[src/rtl/branch_predictor_pkg.sv]
// ----------------------------------------------------------------------------
// branch_predictor_pkg
// Shared definitions for the bimodal branch predictor: the 2-bit saturating
// counter state encoding and the value every table entry takes on reset.
// No ports (package).
// ----------------------------------------------------------------------------
package branch_predictor_pkg;

    // Bit 1 of the state is the predicted direction (1 = taken).
    typedef enum logic [1:0] {
        STRONG_NT = 2'b00,
        WEAK_NT   = 2'b01,
        WEAK_T    = 2'b10,
        STRONG_T  = 2'b11
    } ctrState_e;

    // Entries start out predicting taken with full confidence.
    localparam ctrState_e CTR_RESET = STRONG_T;

endpackage : branch_predictor_pkg

[src/rtl/branch_predictor_sat_counter2.sv]
// ----------------------------------------------------------------------------
// sat_counter2
// Next-state logic of one 2-bit saturating direction counter.
// Ports:
//   state_i  current counter state
//   taken_i  resolved branch outcome (1 = taken)
//   next_o   counter state after applying the outcome
// ----------------------------------------------------------------------------
module sat_counter2
    import branch_predictor_pkg::*;
(
    input  ctrState_e state_i,
    input  logic      taken_i,
    output ctrState_e next_o
);

    // Step one state toward the outcome, sticking at either end.
    always_comb begin
        next_o = state_i;
        unique case (state_i)
            STRONG_NT: next_o = taken_i ? WEAK_NT  : STRONG_NT;
            WEAK_NT:   next_o = taken_i ? WEAK_T   : STRONG_NT;
            WEAK_T:    next_o = taken_i ? STRONG_T : WEAK_NT;
            STRONG_T:  next_o = taken_i ? STRONG_T : WEAK_T;
            default:   next_o = state_i;
        endcase
    end

endmodule : sat_counter2

[src/rtl/branch_predictor.sv]
// ----------------------------------------------------------------------------
// branch_predictor
// Bimodal predictor: a flip-flop table of 2**IDX_W 2-bit saturating counters
// indexed by pc[IDX_W+1:2], plus saturating branch/miss statistics counters.
// Ports:
//   clk_i, rst_i          clock and synchronous active-high reset
//   lookup_valid_i/pc_i   ID-stage prediction request
//   predict_o             combinational predicted direction (0 when idle)
//   update_valid_i/pc_i   EX-stage resolved branch
//   update_taken_i        actual outcome
//   update_predict_i      prediction that was used for that branch
//   branch_cnt_o          resolved-branch count (registered, saturating)
//   miss_cnt_o            misprediction count (registered, saturating)
// ----------------------------------------------------------------------------
module branch_predictor
    import branch_predictor_pkg::*;
#(
    parameter int IDX_W = 4,
    parameter int CNT_W = 16
) (
    input  logic             clk_i,
    input  logic             rst_i,
    input  logic             lookup_valid_i,
    input  logic [31:0]      lookup_pc_i,
    output logic             predict_o,
    input  logic             update_valid_i,
    input  logic [31:0]      update_pc_i,
    input  logic             update_taken_i,
    input  logic             update_predict_i,
    output logic [CNT_W-1:0] branch_cnt_o,
    output logic [CNT_W-1:0] miss_cnt_o
);

    localparam int ENTRIES = 1 << IDX_W;
    localparam logic [CNT_W-1:0] CNT_MAX = {CNT_W{1'b1}};

    ctrState_e        table_q [ENTRIES];
    logic [IDX_W-1:0] lookupIdx;
    logic [IDX_W-1:0] updateIdx;
    ctrState_e        updateNext;
    logic [1:0]       predState;
    logic [CNT_W-1:0] branchCnt_q, branchCnt_d;
    logic [CNT_W-1:0] missCnt_q, missCnt_d;
    logic             unusedPcBits;

    assign lookupIdx = lookup_pc_i[IDX_W+1:2];
    assign updateIdx = update_pc_i[IDX_W+1:2];

    // Byte offset and high PC bits never select an entry.
    assign unusedPcBits = ^{lookup_pc_i[31:IDX_W+2], lookup_pc_i[1:0],
                            update_pc_i[31:IDX_W+2], update_pc_i[1:0]};

    // The single counter instance feeds both the table write and the bypass.
    sat_counter2 uSatCounter (
        .state_i (table_q[updateIdx]),
        .taken_i (update_taken_i),
        .next_o  (updateNext)
    );

    // A lookup colliding with an in-flight update sees the value being written.
    always_comb begin
        predState = 2'b00;
        if (lookup_valid_i) begin
            if (update_valid_i && (updateIdx == lookupIdx)) begin
                predState = updateNext;
            end else begin
                predState = table_q[lookupIdx];
            end
        end
    end

    assign predict_o = predState[1];

    // Statistics stick at all-ones instead of wrapping.
    always_comb begin
        branchCnt_d = branchCnt_q;
        missCnt_d   = missCnt_q;
        if (update_valid_i) begin
            if (branchCnt_q != CNT_MAX) begin
                branchCnt_d = branchCnt_q + CNT_W'(1);
            end
            if ((update_taken_i != update_predict_i) && (missCnt_q != CNT_MAX)) begin
                missCnt_d = missCnt_q + CNT_W'(1);
            end
        end
    end

    // Reset wins over a same-cycle update, which is simply dropped.
    always_ff @(posedge clk_i) begin
        if (rst_i) begin
            for (int i = 0; i < ENTRIES; i++) begin
                table_q[i] <= CTR_RESET;
            end
        end else if (update_valid_i) begin
            table_q[updateIdx] <= updateNext;
        end
    end

    always_ff @(posedge clk_i) begin
        if (rst_i) begin
            branchCnt_q <= '0;
            missCnt_q   <= '0;
        end else begin
            branchCnt_q <= branchCnt_d;
            missCnt_q   <= missCnt_d;
        end
    end

    assign branch_cnt_o = branchCnt_q;
    assign miss_cnt_o   = missCnt_q;

endmodule : branch_predictor

[config.mk]
export PLATFORM = sky130hd
export DESIGN_NAME = branch_predictor
export DESIGN_NICKNAME = d
export VERILOG_FILES = /design/src/rtl/branch_predictor_pkg.sv /design/src/rtl/branch_predictor_sat_counter2.sv /design/src/rtl/branch_predictor.sv
export SDC_FILE = /design/constraint.sdc
export NUM_CORES = 1
export LEC_CHECK = 0
export BUFFER_PORTS_ARGS = -buffer_cell sky130_fd_sc_hd__buf_2
export CAP_MARGIN = 15
export CORE_MARGIN = 8
export CORE_UTILIZATION = 35
export CTS_CLUSTER_SIZE = 24
export DETAILED_ROUTE_END_ITERATION = 8
export SETUP_SLACK_MARGIN = 0.02
export SYNTH_ARGS = -nofsm -noshare
export SYNTH_HDL_FRONTEND = slang
export SYNTH_SLANG_ARGS = --single-unit
[constraint.sdc]
create_clock -name clk_i -period 1.9 [get_ports clk_i]
set_clock_uncertainty 0.05 [all_clocks]
set_input_delay 0.095 -clock clk_i [delete_from_list [all_inputs] [get_ports clk_i]]
set_output_delay 0.095 -clock clk_i [all_outputs]
set_load 0.01 [all_outputs]
======== Word level (Yosys, flattened, before mapping) ========
Memories as Yosys holds them, arrays and structs flattened.
Cells that the tools add are included.
operators by class
  $add $sub $neg .......................... 2
  reductions and logical operators ........ 6
  mux-type cells .......................... 15
  eq/ne operators ......................... 7
operator list
  cell                   count
  $add 16x1->16 const B  2
  $ne 16x16->1 const B   2
  $mux 2                 5
  $mux 1                 8
  $pmux 2 s4             1
  $eq 2x2->1 const B     2
  $eq 4x4->1             1
  $mux 4                 1
  $reduce_and 2->1       2
  $eq 2x1->1 const B     1
  $logic_and 1x1->1      2
  $logic_not 2->1        1
  $reduce_or 2->1        1
  $ne 1x1->1             1
word-level totals
  word-level logic and storage cells ...... 33
  bits of input ports ..................... 70
  output and inout bits ................... 33
  memory bits (writable) .................. 32
  memories ................................ 1
  bits in registers ....................... 32
memories
  memory   words  bits a word  read ports  clocked after Yosys merged registers in  wr ports  RTL line                RTL
  table_q  16     2            2           0                                        16        branch_predictor.sv:37  ctrState_e table_q [ENTRIES];

======== Depth between registers and ports, before layout ========
  depth after elaboration ................. 5
  depth in mapped cells ................... 8
  gate-level depth less buffers ........... 6

======== By module ========
Synthesis repeated with hierarchy kept, for this count alone.
unflattened totals
  cells, all modules ...................... 349
  area total of the unflattened synthesis .. 3622.2 sq um
modules (own cells, without submodules)
  module            instances  area each (sq um)  cells an instance  sequential area each (sq um)
  branch_predictor  1          3595.9             346                1601.5
  sat_counter2      1          26.3               3                  0.0

======== Worst setup path before layout ========
Ideal clock, no wire load.
  kind .................................... register to register
  from .................................... memory table_q[1][1] in the netlist's numbering
  to ...................................... memory table_q[12][1] in the netlist's numbering, data pin
  data required time ...................... 1.585 ns
  setup slack ............................. -0.034 ns
  arrival ................................. 1.619 ns
  clock period less this slack ............ 1.934 ns
  library setup time ...................... 0.265 ns
  cell stages (with the launch flop) ...... 7
  buffers on the path ..................... 1
  cells stage by stage .................... edfxtp_1 > mux4_1 > a22oi_1 > and3_2 > maj3_4 > buf_8 > nand2_1
RTL lines
  what             RTL line
  start, declared  branch_predictor.sv:37

==> out/qor.csv <==
metric,value,unit
via_count,2756,
grt_pass1_wl,13500,microns
r2r_slack,-0.18,ns
wl_per_cell,15.24,microns
htree_num_levels,3,
swShare,25.13,%
crit-reg2reg-launch,table_q[1][1],
n_antenna_cell,0,
io_buffers,46,
ir_worst_vdd,0.0003444,V
fin_nets,473,
rsz0062_at_grt,true,
ys_warn_count,0,
min_path_cells,4,
synth-seq-area-share,47.41,%
relSlewSlack,67.36,%
io-pin-count,103,
crit_chain,"mux4_2, mux4_2, o21ai_1, a21oi_1, buf_2",
yosys.area.top_type,edfxtp_1,
max_freq,456.7,MHz
path_depth,5,
status,"finished, violations left",
pwr-share-clk,38.8,%
ctsHoldBuffers,0,
synth_ff_type,edfxtp_1,
power_frac_comb,10.8,%
die_area,13050,sq um
post-layout-total-power,2.914,mW
gr-usage-all-layers,12.94,%
setup_slack,-0.2896,ns
netlist_area,3378,sq um
crit_required,1.75,ns
cp_top_family,multiplexers,
hold_class,primary input to flip-flop,
initial_utilization,35.38,%
yosys-top-cells-area,"edfxtp_1, dfxtp_1, xor2_1",
hpwl,5702,microns
ys_types,41,
multi_input_area,1794,sq um
gp_congestion,0.8357,
cts_tree,yes,
clkLatencyLatePin,0.34,ns
synth_edf_count,32,
critPathSlowestCell,mux4_2,
routed_wl,8212,microns
vias_per_cell,5.113,
avgSynthCellArea,10.21,sq um
fin_area,4262,sq um
drive_gt1_share,39.16,%
drc,0,
drv_cap,0,
die_y,114.2,microns
syn_nets,403,
fillers,954,
cp_num_buf_inv,1,
cpMostUsedCell,mux4_2,
min_to,table_q[11][1],
ys_async_sr_fraction,0,%
synth_top_area_share,28.44,%
final-seq-area,1604,sq um
min_period,2.190,ns
hp-start,update_pc_i[5],
dp.cells,510,
slew_violations,0,
drtIter0Drc,123,
clock-sinks,64,
grt_start_max_net_pins,49,
worst_ep_arrival_time,2.04,ns
p_switching,732.4,uW
p_int,2.181,mW
cp-end-kind,output pin,
cpPeakStageDelay,0.48,ns
clockBufferDepth,2,
utilization,44.63,%
clk_pin_slew,0.08,ns
cts_made_buffers,9,
powerDensity,683.7,nW/um^2
synthCells,331,
die_w,114.2,microns
fin_crit_sh,115.2,%
gr-total-overflow,0,
place_area,3797,sq um
p_leak,1.511,nW
rows,36,
antenna_found_initial,0,
startpoint_type,flip-flop,
reg2reg_to,table_q[3][1],
setup_violations,33,
drtPass1Iterations,4,
ant_nets,0,
grt_pass1_vias,2721,
cts-root-buf,clkbuf_8,
ys_seq_elements,64,
pwr-share-seq,50.4,%
tightest_slew,0.4858,ns
critical_path_class,flip-flop to output pin,
area_growth,26.15,%
finalNonFillerCells,539,
ff2ff_path_depth,7,
worst_hold_slack,0.2646,ns
violations,negative setup slack,
cp_max_fo,2,
finalHoldViolations,0,
core,9549,sq um
[synth_stat cells (4+ instances only)]
cell type and number:
a21oi_1 9, and3_1 7, and4_1 6, clkbuf_1 10, dfxtp_1 32, edfxtp_1 32
inv_1 4, mux4_1 7, mux4_2 6, nand2_1 49, nand3_1 9, nand4_1 12
nor2_1 39, nor3_1 6, o2111ai_1 4, o21ai_0 11, or2_2 16, or3_1 8
xor2_1 22
[final cells by class]
cell class	instances	area share, %
clock buffers	12	3.905
clock inverters	4	0.6166
inverters	4	0.3523
multi-input cells	247	42.10
flip-flops and latches	64	37.64
well taps	133	3.905
repair buffers	75	11.48
[worst reg2reg max path: stages (launching register included)]
cell	delay [ns]
edfxtp_1	0.41
mux4_2	0.48
a22oi_2	0.18
and3_4	0.21
maj3_4	0.20
buf_6	0.10
clkbuf_16	0.16
nand2_2	0.05
[power groups by stage]
stage | Combinational (mW) | Clock, mW | Sequential [mW]
global route | 0.343 | 1.24 | 1.47
detailed placement | 0.241 | 0 | 1.50
global placement | 0.236 | 0 | 1.50
CTS | 0.249 | 1.16 | 1.47
finish | 0.314 | 1.13 | 1.47
floorplan | 0.173 | 0 | 1.50
[flip-flops by register name, indices dropped and copies added (netlist names)]
| register | count |
|---|---|
| table_q | 32 |
| miss_cnt_o | 16 |
| branch_cnt_o | 16 |
[stage by stage]
stage / setup WS, ns / setup TNS [ns]
finish: -0.2896 / -4.399
global route: -0.3633 / -6.322
CTS: -0.3039 / -3.799
detailed placement: -0.1805 / -5.288
global placement: -0.1546 / -4.470
floorplan: 0.03007 / 0
[metal layers]
metal / global-route usage, % / vias to the layer above / routed length [microns]
met5: 0 / - / 0
met4: 5.324 / 0 / 74
met3: 3.270 / 8 / 450
met2: 20.39 / 71 / 3826
met1: 16.52 / 1330 / 3860
li1: - / 1347 / -
[cell families (layout without fill, tap and decap cells)]
group / Yosys count / count (layout) / synth area share, %
buffers and inverters: 21 / 95 / 3.555
flip-flops: 64 / 64 / 47.41
multiplexers: 15 / 15 / 10.04
XOR/XNOR: 25 / 25 / 6.481
AND/OR/NAND/NOR: 167 / 167 / 24.56
adder cells (fa/ha/maj): 4 / 5 / 1.556
AO/OA/AOI/OAI: 35 / 35 / 6.407
[cells in the final DEF, fill, tap and decap left out, types with 4 or more instances in the layout]
cell type   n
a21oi_1     8
and3_1      6
and4_1      5
buf_2      46
buf_4      24
clkbuf_8   10
dfxtp_1    30
edfxtp_1   32
mux4_1      5
mux4_2      8
nand2_1    18
nand2_2    27
nand2_4     4
nand3_1     9
nand4_1    12
nor2_1     39
nor3_1      6
o21ai_0    10
or2_2      16
or3_1       8
xor2_1     22
[worst max-delay path by stage]
stage / from / to / slack (ns)
finish: table_q[15][1] / predict_o / -0.29
global route: table_q[9][1] / predict_o / -0.36
CTS: table_q[15][1] / predict_o / -0.30
detailed placement: update_pc_i[2] / table_q[15][1] / -0.18
global placement: update_pc_i[2] / predict_o / -0.15
floorplan: table_q[5][1] / table_q[12][1] / 0.03
[timing repair]
action | 4_1_cts | 5_1_grt
cloned | 0 | 2
buffers inserted | 1 | 10
pin swaps | 3 | 28
resized for setup | 4 | 50
setup endpoints to repair | 33 | 46
No activity file was read; power rests on OpenSTA's default activity.
